$ cat src/rtl/aes_pkg.sv
// Shared AES definitions: sizes, word/round-key types, xtime and the S-box
// used by both the key schedule and the cipher SubBytes stage.
package aes_pkg;

    localparam int AES_NR    = 10;
    localparam int AES_KEY_W = 128;

    typedef logic [31:0]            word_t;
    typedef logic [AES_KEY_W-1:0]   rkey_t;

    // S-box rows 0x00..0xF0, entry 0x00 in the most significant byte
    localparam logic [2047:0] SBOX_FLAT = {
        128'h637c777bf26b6fc53001672bfed7ab76,
        128'hca82c97dfa5947f0add4a2af9ca472c0,
        128'hb7fd9326363ff7cc34a5e5f171d83115,
        128'h04c723c31896059a071280e2eb27b275,
        128'h09832c1a1b6e5aa0523bd6b329e32f84,
        128'h53d100ed20fcb15b6acbbe394a4c58cf,
        128'hd0efaafb434d338545f9027f503c9fa8,
        128'h51a3408f929d38f5bcb6da2110fff3d2,
        128'hcd0c13ec5f974417c4a77e3d645d1973,
        128'h60814fdc222a908846eeb814de5e0bdb,
        128'he0323a0a4906245cc2d3ac629195e479,
        128'he7c8376d8dd54ea96c56f4ea657aae08,
        128'hba78252e1ca6b4c6e8dd741f4bbd8b8a,
        128'h703eb5664803f60e613557b986c11d9e,
        128'he1f8981169d98e949b1e87e9ce5528df,
        128'h8ca1890dbfe6426841992d0fb054bb16
    };

    function automatic logic [7:0] sbox(input logic [7:0] b);
        return SBOX_FLAT[{(8'hff - b), 3'b000} +: 8];
    endfunction

    function automatic word_t sub_word(input word_t w);
        return {sbox(w[31:24]), sbox(w[23:16]), sbox(w[15:8]), sbox(w[7:0])};
    endfunction

    // Multiply by x in GF(2^8) modulo x^8+x^4+x^3+x+1
    function automatic logic [7:0] xtime(input logic [7:0] b);
        return {b[6:0], 1'b0} ^ (b[7] ? 8'h1b : 8'h00);
    endfunction

endpackage

$ cat src/rtl/aes128_key_step.sv
// One AES-128 key-expansion round, purely combinational.
// Word 0 is the most significant 32 bits of the round key.
module aes128_key_step
    import aes_pkg::*;
(
    input  rkey_t       i_key,
    input  logic [7:0]  i_rcon,
    output rkey_t       o_key
);

    word_t w_w0, w_w1, w_w2, w_w3;
    word_t w_rot, w_sub;
    word_t w_n0, w_n1, w_n2, w_n3;

    assign w_w0  = i_key[127:96];
    assign w_w1  = i_key[95:64];
    assign w_w2  = i_key[63:32];
    assign w_w3  = i_key[31:0];

    // RotWord moves the leading byte to the end before substitution
    assign w_rot = {w_w3[23:0], w_w3[31:24]};
    assign w_sub = sub_word(w_rot);

    assign w_n0  = w_w0 ^ w_sub ^ {i_rcon, 24'h000000};
    assign w_n1  = w_w1 ^ w_n0;
    assign w_n2  = w_w2 ^ w_n1;
    assign w_n3  = w_w3 ^ w_n2;

    assign o_key = {w_n0, w_n1, w_n2, w_n3};

endmodule

$ cat src/rtl/aes128_key_schedule_ctrl.sv
// AES-128 key schedule controller: expands a cipher key into round keys
// 0..10 (one round per clock), stores them and serves them through a
// registered read port. Optional build macro KEYSCHED_ZEROIZE_EN adds a
// zeroize input that synchronously wipes all key material.
module aes128_key_schedule_ctrl
    import aes_pkg::*;
#(
    parameter int NR    = AES_NR,
    parameter int KEY_W = AES_KEY_W
)
(
    input  logic             clk,
    input  logic             reset,
    input  logic             start,
    input  logic [KEY_W-1:0] key_in,
    output logic             busy,
    output logic             done,
    output logic             keys_valid,
    input  logic [3:0]       rk_rd_idx,
    output logic [KEY_W-1:0] rk_rd_data,
    output logic             rk_rd_valid
`ifdef KEYSCHED_ZEROIZE_EN
    ,
    input  logic             zeroize
`endif
);

    generate
        if (NR != 10 || KEY_W != 128) begin : g_bad_cfg
            $error("aes128_key_schedule_ctrl supports only NR=10, KEY_W=128");
        end
    endgenerate

    localparam logic [1:0] S_IDLE = 2'd0;
    localparam logic [1:0] S_LOAD = 2'd1;
    localparam logic [1:0] S_EXP  = 2'd2;
    localparam logic [1:0] S_DONE = 2'd3;

    logic [1:0]         r_state;
    logic [3:0]         r_round;
    logic [7:0]         r_rcon;
    rkey_t              r_last;              // latched key, then most recent round key
    rkey_t              r_rk [AES_NR+1];
    logic [AES_NR:0]    r_mask;
    logic               r_busy;
    logic               r_done;
    logic               r_keys_valid;
    rkey_t              r_rd_data;
    logic               r_rd_valid;

    rkey_t              w_next;
    logic               w_zeroize;
    logic [15:0]        w_mask16;
    logic               w_rd_hit;

`ifdef KEYSCHED_ZEROIZE_EN
    assign w_zeroize = zeroize;
`else
    assign w_zeroize = 1'b0;
`endif

    aes128_key_step u_step (
        .i_key  (r_last),
        .i_rcon (r_rcon),
        .o_key  (w_next)
    );

    // Controller: FSM, round counter, rcon and key storage advance together
    always_ff @(posedge clk or posedge reset) begin
        if (reset) begin
            r_state      <= S_IDLE;
            r_round      <= 4'd0;
            r_rcon       <= 8'h01;
            r_last       <= '0;
            r_mask       <= '0;
            r_busy       <= 1'b0;
            r_done       <= 1'b0;
            r_keys_valid <= 1'b0;
            for (int i = 0; i <= AES_NR; i++) r_rk[i] <= '0;
        end else if (w_zeroize) begin
            r_state      <= S_IDLE;
            r_round      <= 4'd0;
            r_rcon       <= 8'h01;
            r_last       <= '0;
            r_mask       <= '0;
            r_busy       <= 1'b0;
            r_done       <= 1'b0;
            r_keys_valid <= 1'b0;
            for (int i = 0; i <= AES_NR; i++) r_rk[i] <= '0;
        end else begin
            r_done <= 1'b0;
            case (r_state)
                S_IDLE: begin
                    if (start) begin
                        r_last  <= key_in;
                        r_busy  <= 1'b1;
                        r_state <= S_LOAD;
                    end
                end
                S_LOAD: begin
                    // The previous key set stops being visible from here on
                    r_rk[0]      <= r_last;
                    r_mask       <= {{AES_NR{1'b0}}, 1'b1};
                    r_keys_valid <= 1'b0;
                    r_rcon       <= 8'h01;
                    r_round      <= 4'd1;
                    r_state      <= S_EXP;
                end
                S_EXP: begin
                    r_rk[r_round]   <= w_next;
                    r_last          <= w_next;
                    r_mask[r_round] <= 1'b1;
                    r_rcon          <= xtime(r_rcon);
                    if (r_round == 4'(NR)) begin
                        r_state <= S_DONE;
                    end else begin
                        r_round <= r_round + 4'd1;
                    end
                end
                default: begin
                    r_done       <= 1'b1;
                    r_keys_valid <= 1'b1;
                    r_busy       <= 1'b0;
                    r_round      <= 4'd0;
                    r_state      <= S_IDLE;
                end
            endcase
        end
    end

    assign w_mask16 = {{(15 - AES_NR){1'b0}}, r_mask};
    assign w_rd_hit = (rk_rd_idx <= 4'(NR)) && w_mask16[rk_rd_idx];

    // Registered read port: unwritten or out-of-range indices return zero
    always_ff @(posedge clk or posedge reset) begin
        if (reset) begin
            r_rd_data  <= '0;
            r_rd_valid <= 1'b0;
        end else if (w_zeroize) begin
            r_rd_data  <= '0;
            r_rd_valid <= 1'b0;
        end else begin
            r_rd_data  <= w_rd_hit ? r_rk[rk_rd_idx] : '0;
            r_rd_valid <= w_rd_hit;
        end
    end

    assign busy        = r_busy;
    assign done        = r_done;
    assign keys_valid  = r_keys_valid;
    assign rk_rd_data  = r_rd_data;
    assign rk_rd_valid = r_rd_valid;

endmodule

$ cat config.mk
export PLATFORM = sky130hd
export DESIGN_NAME = aes128_key_schedule_ctrl
export DESIGN_NICKNAME = d
export VERILOG_FILES = /design/src/rtl/aes_pkg.sv /design/src/rtl/aes128_key_step.sv /design/src/rtl/aes128_key_schedule_ctrl.sv
export SDC_FILE = /design/constraint.sdc
export NUM_CORES = 2
export LEC_CHECK = 0
export ABC_AREA = 1
export CAP_MARGIN = 10
export CORE_MARGIN = 5
export CORE_UTILIZATION = 35
export CTS_CLUSTER_SIZE = 30
export DETAILED_ROUTE_END_ITERATION = 8
export REMOVE_ABC_BUFFERS = 1
export SLEW_MARGIN = 15
export SYNTH_ARGS = -nofsm -noshare
export SYNTH_HDL_FRONTEND = slang
export SYNTH_SLANG_ARGS = --single-unit
export TNS_END_PERCENT = 30
$ cat constraint.sdc
create_clock -name clk -period 60.9 [get_ports clk]
set_input_delay 12.18 -clock clk [delete_from_list [all_inputs] [get_ports clk]]
set_output_delay 12.18 -clock clk [all_outputs]
set_load 0.005 [all_outputs]
# Yosys cells after proc, flatten, opt, wreduce, memory -nomap -nowiden
# Index checks and enable logic that the tools add are counted.
[word_totals]
ff_bits = 1693
inputBits = 135
[classes]
n_addsub = 5
order_cmp = 7
eq_ne = 6
n_shift = 4
muxes = 26
bitwise = 11
reduce_logical = 13
[op_table]
columns = ["op", "count"]
rows = [
  ["$shiftx A2048 B12 Y8 const A", 4],
  ["$bwmux W1408", 1],
  ["$mux W128", 5],
  ["$bmux W128 S4", 1],
  ["$demux W128 S4", 1],
  ["$pmux W128 S2", 2],
  ["$xor A32 B32 Y32", 5],
  ["$sub A8 B8 Y8 const A", 4],
  ["$pmux W11 S2", 1],
  ["$pmux W8 S2", 1],
  ["$pmux W4 S3", 1],
  ["$or A11 B11 Y11", 1],
  ["$ge A5 B5 Y1 const B", 2],
  ["$lt A4 B5 Y1 const B", 2],
  ["$not A4 Y5", 2],
  ["$reduce_and A2 Y1", 4],
  ["$xor A8 B5 Y8", 1],
  ["$ne A2 B2 Y1 const B", 3],
  ["$pmux W2 S3", 1],
  ["$lt A5 B1 Y1 const B", 1],
  ["$mux W5", 1],
  ["$add A4 B1 Y4 const B", 1],
  ["$bmux W1 S4", 1],
  ["$demux W1 S4", 1],
  ["other kinds (15)", 25],
]

# Longest topological paths before layout
[logic_depth]
ltp_word = 9
depth_mapped = 24

# By module
# From an unflattened synthesis, not the netlist that was laid out.
[unflattened]
cells_unflattened = 13048
area_unflattened_um2 = 92159.6
[by_module_without_submodules]
columns = ["mod", "n_inst", "cells_per_inst", "area_each_um2", "seq_area_each_um2"]
rows = [
  ["aes128_key_schedule_ctrl", 1, 9947, 77413.0, 42366.9],
  ["aes128_key_step", 1, 3101, 14746.6, 0.0],
]

# Least setup slack after synthesis
# No wires, ideal clock.
[synth_path]
path_kind = "input port to flip-flop"
from = "input port rk_rd_idx[0]"
to = "register r_rd_data[20] (netlist: rk_rd_data[20])"
t_arrival_ns = 13.698
required_ns = 60.836
path_slack_ns = 47.138
cell_stages = 12
n_path_buf = 4
cell_sequence = "clkbuf_1 clkbuf_1 clkbuf_1 buf_2 nand2_1 nand3_1 o221ai_1 nand2_1 nand3_1 o21ai_0 nand2_1 inv_1"
[synth_between]
elab_chain_len = 5
elab_cells_between_ends = 9
[synth_rtl]
columns = ["element", "line_no", "rtl"]
rows = [
  ["from (decl)", "aes128_key_schedule_ctrl.sv:19", "input logic [3:0] rk_rd_idx,"],
  ["$not A4 Y5 (implied by the code)", "aes128_key_schedule_ctrl.sv:143", "r_rd_data <= w_rd_hit ? r_rk[rk_rd_idx] : '0;"],
  ["$bmux W128 S4", "aes128_key_schedule_ctrl.sv:143", ""],
  ["$mux W128 (implied by the code) (2 in series)", "aes128_key_schedule_ctrl.sv:143", ""],
  ["$mux W128 *", "aes128_key_schedule_ctrl.sv:143", ""],
  ["to (signal assigned)", "aes128_key_schedule_ctrl.sv:143", ""],
  ["to (decl)", "aes128_key_schedule_ctrl.sv:48", "rkey_t r_rd_data;"],
]
# Mark *: on every way between the ends. The rest lies on a longest branch, timed or not. The select of a mux whose other input is x is not followed.
# A chain may end at the register's enable or synchronous reset.

==> impl_metrics.prom <==
# TYPE chip_impl_metric gauge
chip_impl_info{name="outcome",value="finished, final reports clean"} 1
chip_impl_metric{name="postSynthCellCount",unit=""} 11530
chip_impl_metric{name="worst_ir_drop_vdd",unit="mV"} 0.04394
chip_impl_metric{name="grt.overflow.total",unit=""} 0
chip_impl_metric{name="drive_gt1_share",unit="%"} 7.448
chip_impl_metric{name="grt_pass1_vias",unit=""} 79810
chip_impl_metric{name="cts_setup_buffers",unit=""} 0
chip_impl_metric{name="asyncSetResetFlopFracSynth",unit="%"} 100.0
chip_impl_metric{name="route.antenna.remaining_nets",unit=""} 0
chip_impl_metric{name="placement_rows",unit=""} 185
chip_impl_metric{name="core_area",unit="sq um"} 253500
chip_impl_metric{name="total_power",unit="uW"} 6376
chip_impl_metric{name="timing.clock.skew",unit="ns"} 0.04751
chip_impl_metric{name="worst_skew_pair.late_latency",unit="ns"} 0.87
chip_impl_metric{name="synth_edf_count",unit=""} 0
chip_impl_metric{name="power.density_cell_area",unit="nW/um^2"} 64.26
chip_impl_info{name="cp_slowest_cell",value="buf_4"} 1
chip_impl_metric{name="cts_hold_repair.buffers",unit=""} 0
chip_impl_metric{name="placement.io_buffers",unit=""} 266
chip_impl_info{name="most_frequent_cells_in_the_layout",value="nand2_1, dfrtp_1, nand3_1"} 1
chip_impl_metric{name="place.gp.congestion",unit=""} 1.028
chip_impl_metric{name="cts.clk_slew.worst_paths",unit="ns"} 0.06
chip_impl_metric{name="synthToLayoutAreaGrowth",unit="%"} 11.70
chip_impl_metric{name="post-place-ws",unit="ns"} 42.29
chip_impl_metric{name="syn-cell-area",unit="sq um"} 88830
chip_impl_metric{name="placedInstanceArea",unit="sq um"} 93120
chip_impl_metric{name="slew_hr",unit="%"} 21.86
chip_impl_metric{name="setup_tns",unit="ns"} 0
chip_impl_metric{name="critPathRequiredTime",unit="ns"} 61.81
chip_impl_metric{name="dieWidth",unit="um"} 513.8
chip_impl_info{name="critical_path.top_delay_family",value="buffers and inverters"} 1
chip_impl_metric{name="cts_max_level",unit=""} 4
chip_impl_metric{name="track_usage",unit="%"} 25.67
chip_impl_metric{name="slew_viol_final",unit=""} 0
chip_impl_metric{name="worst-endpoint-arrival",unit="ns"} 18.25
chip_impl_metric{name="drt_first_iter_violations",unit=""} 11160
chip_impl_metric{name="max_cap_violations",unit=""} 0
chip_impl_metric{name="min_period_over_period",unit="%"} 28.48
chip_impl_info{name="most_common_flop_cell_mapped_by_yosys",value="dfrtp_1"} 1
chip_impl_metric{name="static-leakage-power",unit="uW"} 0.04694
chip_impl_metric{name="fmax",unit="MHz"} 57.66
chip_impl_metric{name="synthesis_stage_register_bit_count",unit=""} 1693
chip_impl_metric{name="cp_num_buf_inv",unit=""} 8
chip_impl_metric{name="post_cts_resize_count",unit=""} 0
chip_impl_metric{name="ys_types",unit=""} 44
chip_impl_metric{name="numClockSinks",unit=""} 1693
chip_impl_metric{name="die_area",unit="sq um"} 264000
chip_impl_metric{name="number_of_clock_buffers_inserted_by_tritoncts",unit=""} 179
chip_impl_metric{name="ys.warnings.count",unit=""} 0
chip_impl_info{name="mostFrequentLayoutCell",value="nand2_1"} 1
chip_impl_metric{name="filler_cell_count",unit=""} 26460
chip_impl_metric{name="hold_violations",unit=""} 0
chip_impl_metric{name="cts_buffer_depth",unit=""} 3
chip_impl_info{name="critical_path.most_common_cell",value="buf_4"} 1
chip_impl_metric{name="critical_path_peak_fanout",unit=""} 117
chip_impl_metric{name="initial_core_util",unit="%"} 35.04
chip_impl_metric{name="fin_crit",unit="ns"} 17.34
chip_impl_metric{name="timing.final.setup_violations",unit=""} 0
chip_impl_metric{name="yosysSeqAreaShare",unit="%"} 47.70
chip_impl_metric{name="routed_via_density",unit=""} 5.705
chip_impl_info{name="clock-root-buffer",value="clkbuf_16"} 1
chip_impl_metric{name="remaining_drc_errors",unit=""} 0
chip_impl_metric{name="io_pins",unit=""} 267
chip_impl_metric{name="layout_cell_area_excl_fill",unit="sq um"} 99220
chip_impl_info{name="cts_tree",value="built"} 1
chip_impl_metric{name="fp.dieH",unit="um"} 513.8
chip_impl_metric{name="first_pass_iters",unit=""} 6
chip_impl_info{name="unrepaired_setup_endpoints_after_global_routing",value="no"} 1
chip_impl_metric{name="detailed_route_wire_length_per_cell",unit="um"} 23.72
chip_impl_metric{name="synth.avg_cell_area",unit="sq um"} 7.707
chip_impl_metric{name="hpwl",unit="mm"} 207.9
chip_impl_metric{name="finalWirelength",unit="mm"} 349.6
chip_impl_metric{name="grt_max_degree",unit=""} 181
chip_impl_metric{name="antenna_found_initial",unit=""} 9
chip_impl_info{name="worst_setup_path_start_kind",value="input pin"} 1
chip_impl_info{name="crit_type",value="in -> async"} 1
chip_impl_metric{name="routed-via-count",unit=""} 84100
chip_impl_info{name="critical_path.endpoint_type",value="async pin"} 1
chip_impl_info{name="worst_hold_path_type",value="reg -> reg"} 1
chip_impl_metric{name="layout.nets",unit=""} 11430
chip_impl_metric{name="worst_slew_pin_slew",unit="ns"} 1.172
chip_impl_metric{name="critPathMaxStageDelay",unit="ns"} 0.88
chip_impl_info{name="crit_chain",value="clkdlybuf4s50_1, inv_8, buf_4, buf_4, buf_4, buf_4, buf_4, buf_4"} 1
chip_impl_metric{name="grt_first_pass_wirelength",unit="mm"} 524.9
chip_impl_metric{name="post-route-worst-setup-slack",unit="ns"} 43.56
-- worst register-to-register path: cells and delay by family, from the launching register on --
| kind | cells | cell delay [ns] |
|---|---|---|
| fa+ha+maj | 1 | 0.46 |
| buf+inv | 2 | 0.59 |
| flops | 1 | 0.85 |
| simple gates | 17 | 3.01 |
-- cell usage after synthesis, types with 8 or more instances --
master	count	area, sq um
o21ai_2	163	1428
nand2_4	9	101.4
o221ai_1	250	2190
nand3b_1	8	60.06
nand3_1	1466	7337
nand4_1	21	131.4
dfrtp_1	1692	42340
o21ai_0	1374	6877
a31oi_1	54	337.8
nor2_2	10	62.56
a32o_1	99	991.0
buf_1	60	225.2
o32ai_1	14	122.6
buf_4	46	345.3
nand3_2	32	320.3
nand2_2	115	719.4
ha_1	65	813.3
a2bb2oi_1	30	262.8
nor2_1	602	2260
o22ai_1	125	782.0
inv_1	490	1839
a21oi_1	325	1627
o211ai_1	12	90.09
nand2_1	3506	13160
buf_6	35	394.1
o21ai_1	69	345.3
clkbuf_1	630	2365
buf_2	122	610.6
inv_2	35	131.4
a22oi_1	27	202.7
-- state kept, by name, indices dropped and copies added, names as in the netlist --
| signal | count |
|---|---|
| r_rk | 1408 |
| r_last | 128 |
| rk_rd_data | 128 |
| r_mask | 11 |
| r_rcon | 8 |
| r_round | 4 |
| r_state | 2 |
| busy | 1 |
| done | 1 |
| keys_valid | 1 |
| rk_rd_valid | 1 |
-- layer usage --
metal | vias to the layer above | track usage [%] | part of all wire [%]
met5 | - | 0 | 0.012
met4 | 6 | 9.922 | 4.1
met3 | 708 | 5.031 | 9.0
met2 | 4217 | 38.88 | 44
met1 | 41020 | 36.21 | 43
li1 | 38150 | - | -
-- logic make-up (layout without fill, tap and decap cells) --
| group | Yosys count | count (layout) | synth area share (%) |
|---|---|---|---|
| XOR/XNOR | 8 | 8 | 0.07889 |
| buffers and inverters | 1432 | 1279 | 6.798 |
| other | 0 | 2 | 0 |
| AO/OA/AOI/OAI | 2550 | 2550 | 17.25 |
| flip-flops | 1693 | 1693 | 47.70 |
| AND/OR/NAND/NOR | 5776 | 5776 | 27.25 |
| adder cells (fa/ha/maj) | 65 | 65 | 0.9156 |
| multiplexers | 1 | 1 | 0.01268 |
-- stage by stage --
step	hold WS [ns]	instances	util, %
2_1_floorplan	0.4274	10630	-
3_3_place_gp	0.4448	14410	36.74
3_5_place_dp	0.4573	14410	36.74
4_1_cts	0.4772	14740	39.14
5_1_grt	0.4911	14740	39.15
6_report	0.4762	14740	39.15
-- power by group --
| group | switching [uW] | leakage [uW] | internal (uW) | total (uW) |
|---|---|---|---|---|
| Sequential | 305 | 0.0203 | 1660 | 1970 |
| Clock | 488 | 0.00296 | 651 | 1140 |
| Combinational | 2380 | 0.0237 | 894 | 3270 |
-- worst paths after layout --
kind	start	to	slack, ns	cells past startpoint
max in group clk	rk_rd_idx[1]	rk_rd_data[117]	45.02	10
min in group asynchronous	reset	r_rk[72]	11.90	2
min reg2reg	r_rk[257]	r_rk[257]	0.48	2
min	r_rk[257]	r_rk[257]	0.48	2
max reg2reg	r_last[24]	r_last[5]	55.87	20
max	reset	rk_rd_data[121]	43.56	8
-- layout make-up --
type	instances	area [sq um]	share of cell area, %
inverters	533	2138	2.155
clock inverters	42	593.1	0.5977
well taps	3366	4212	4.245
diodes	2	5.005	0.005044
repair buffers	419	3875	3.906
multi-input cells	8400	40520	40.84
clock buffers	285	5503	5.546
flip-flops and latches	1693	42380	42.71
No activity file was read; power rests on OpenSTA's default activity.
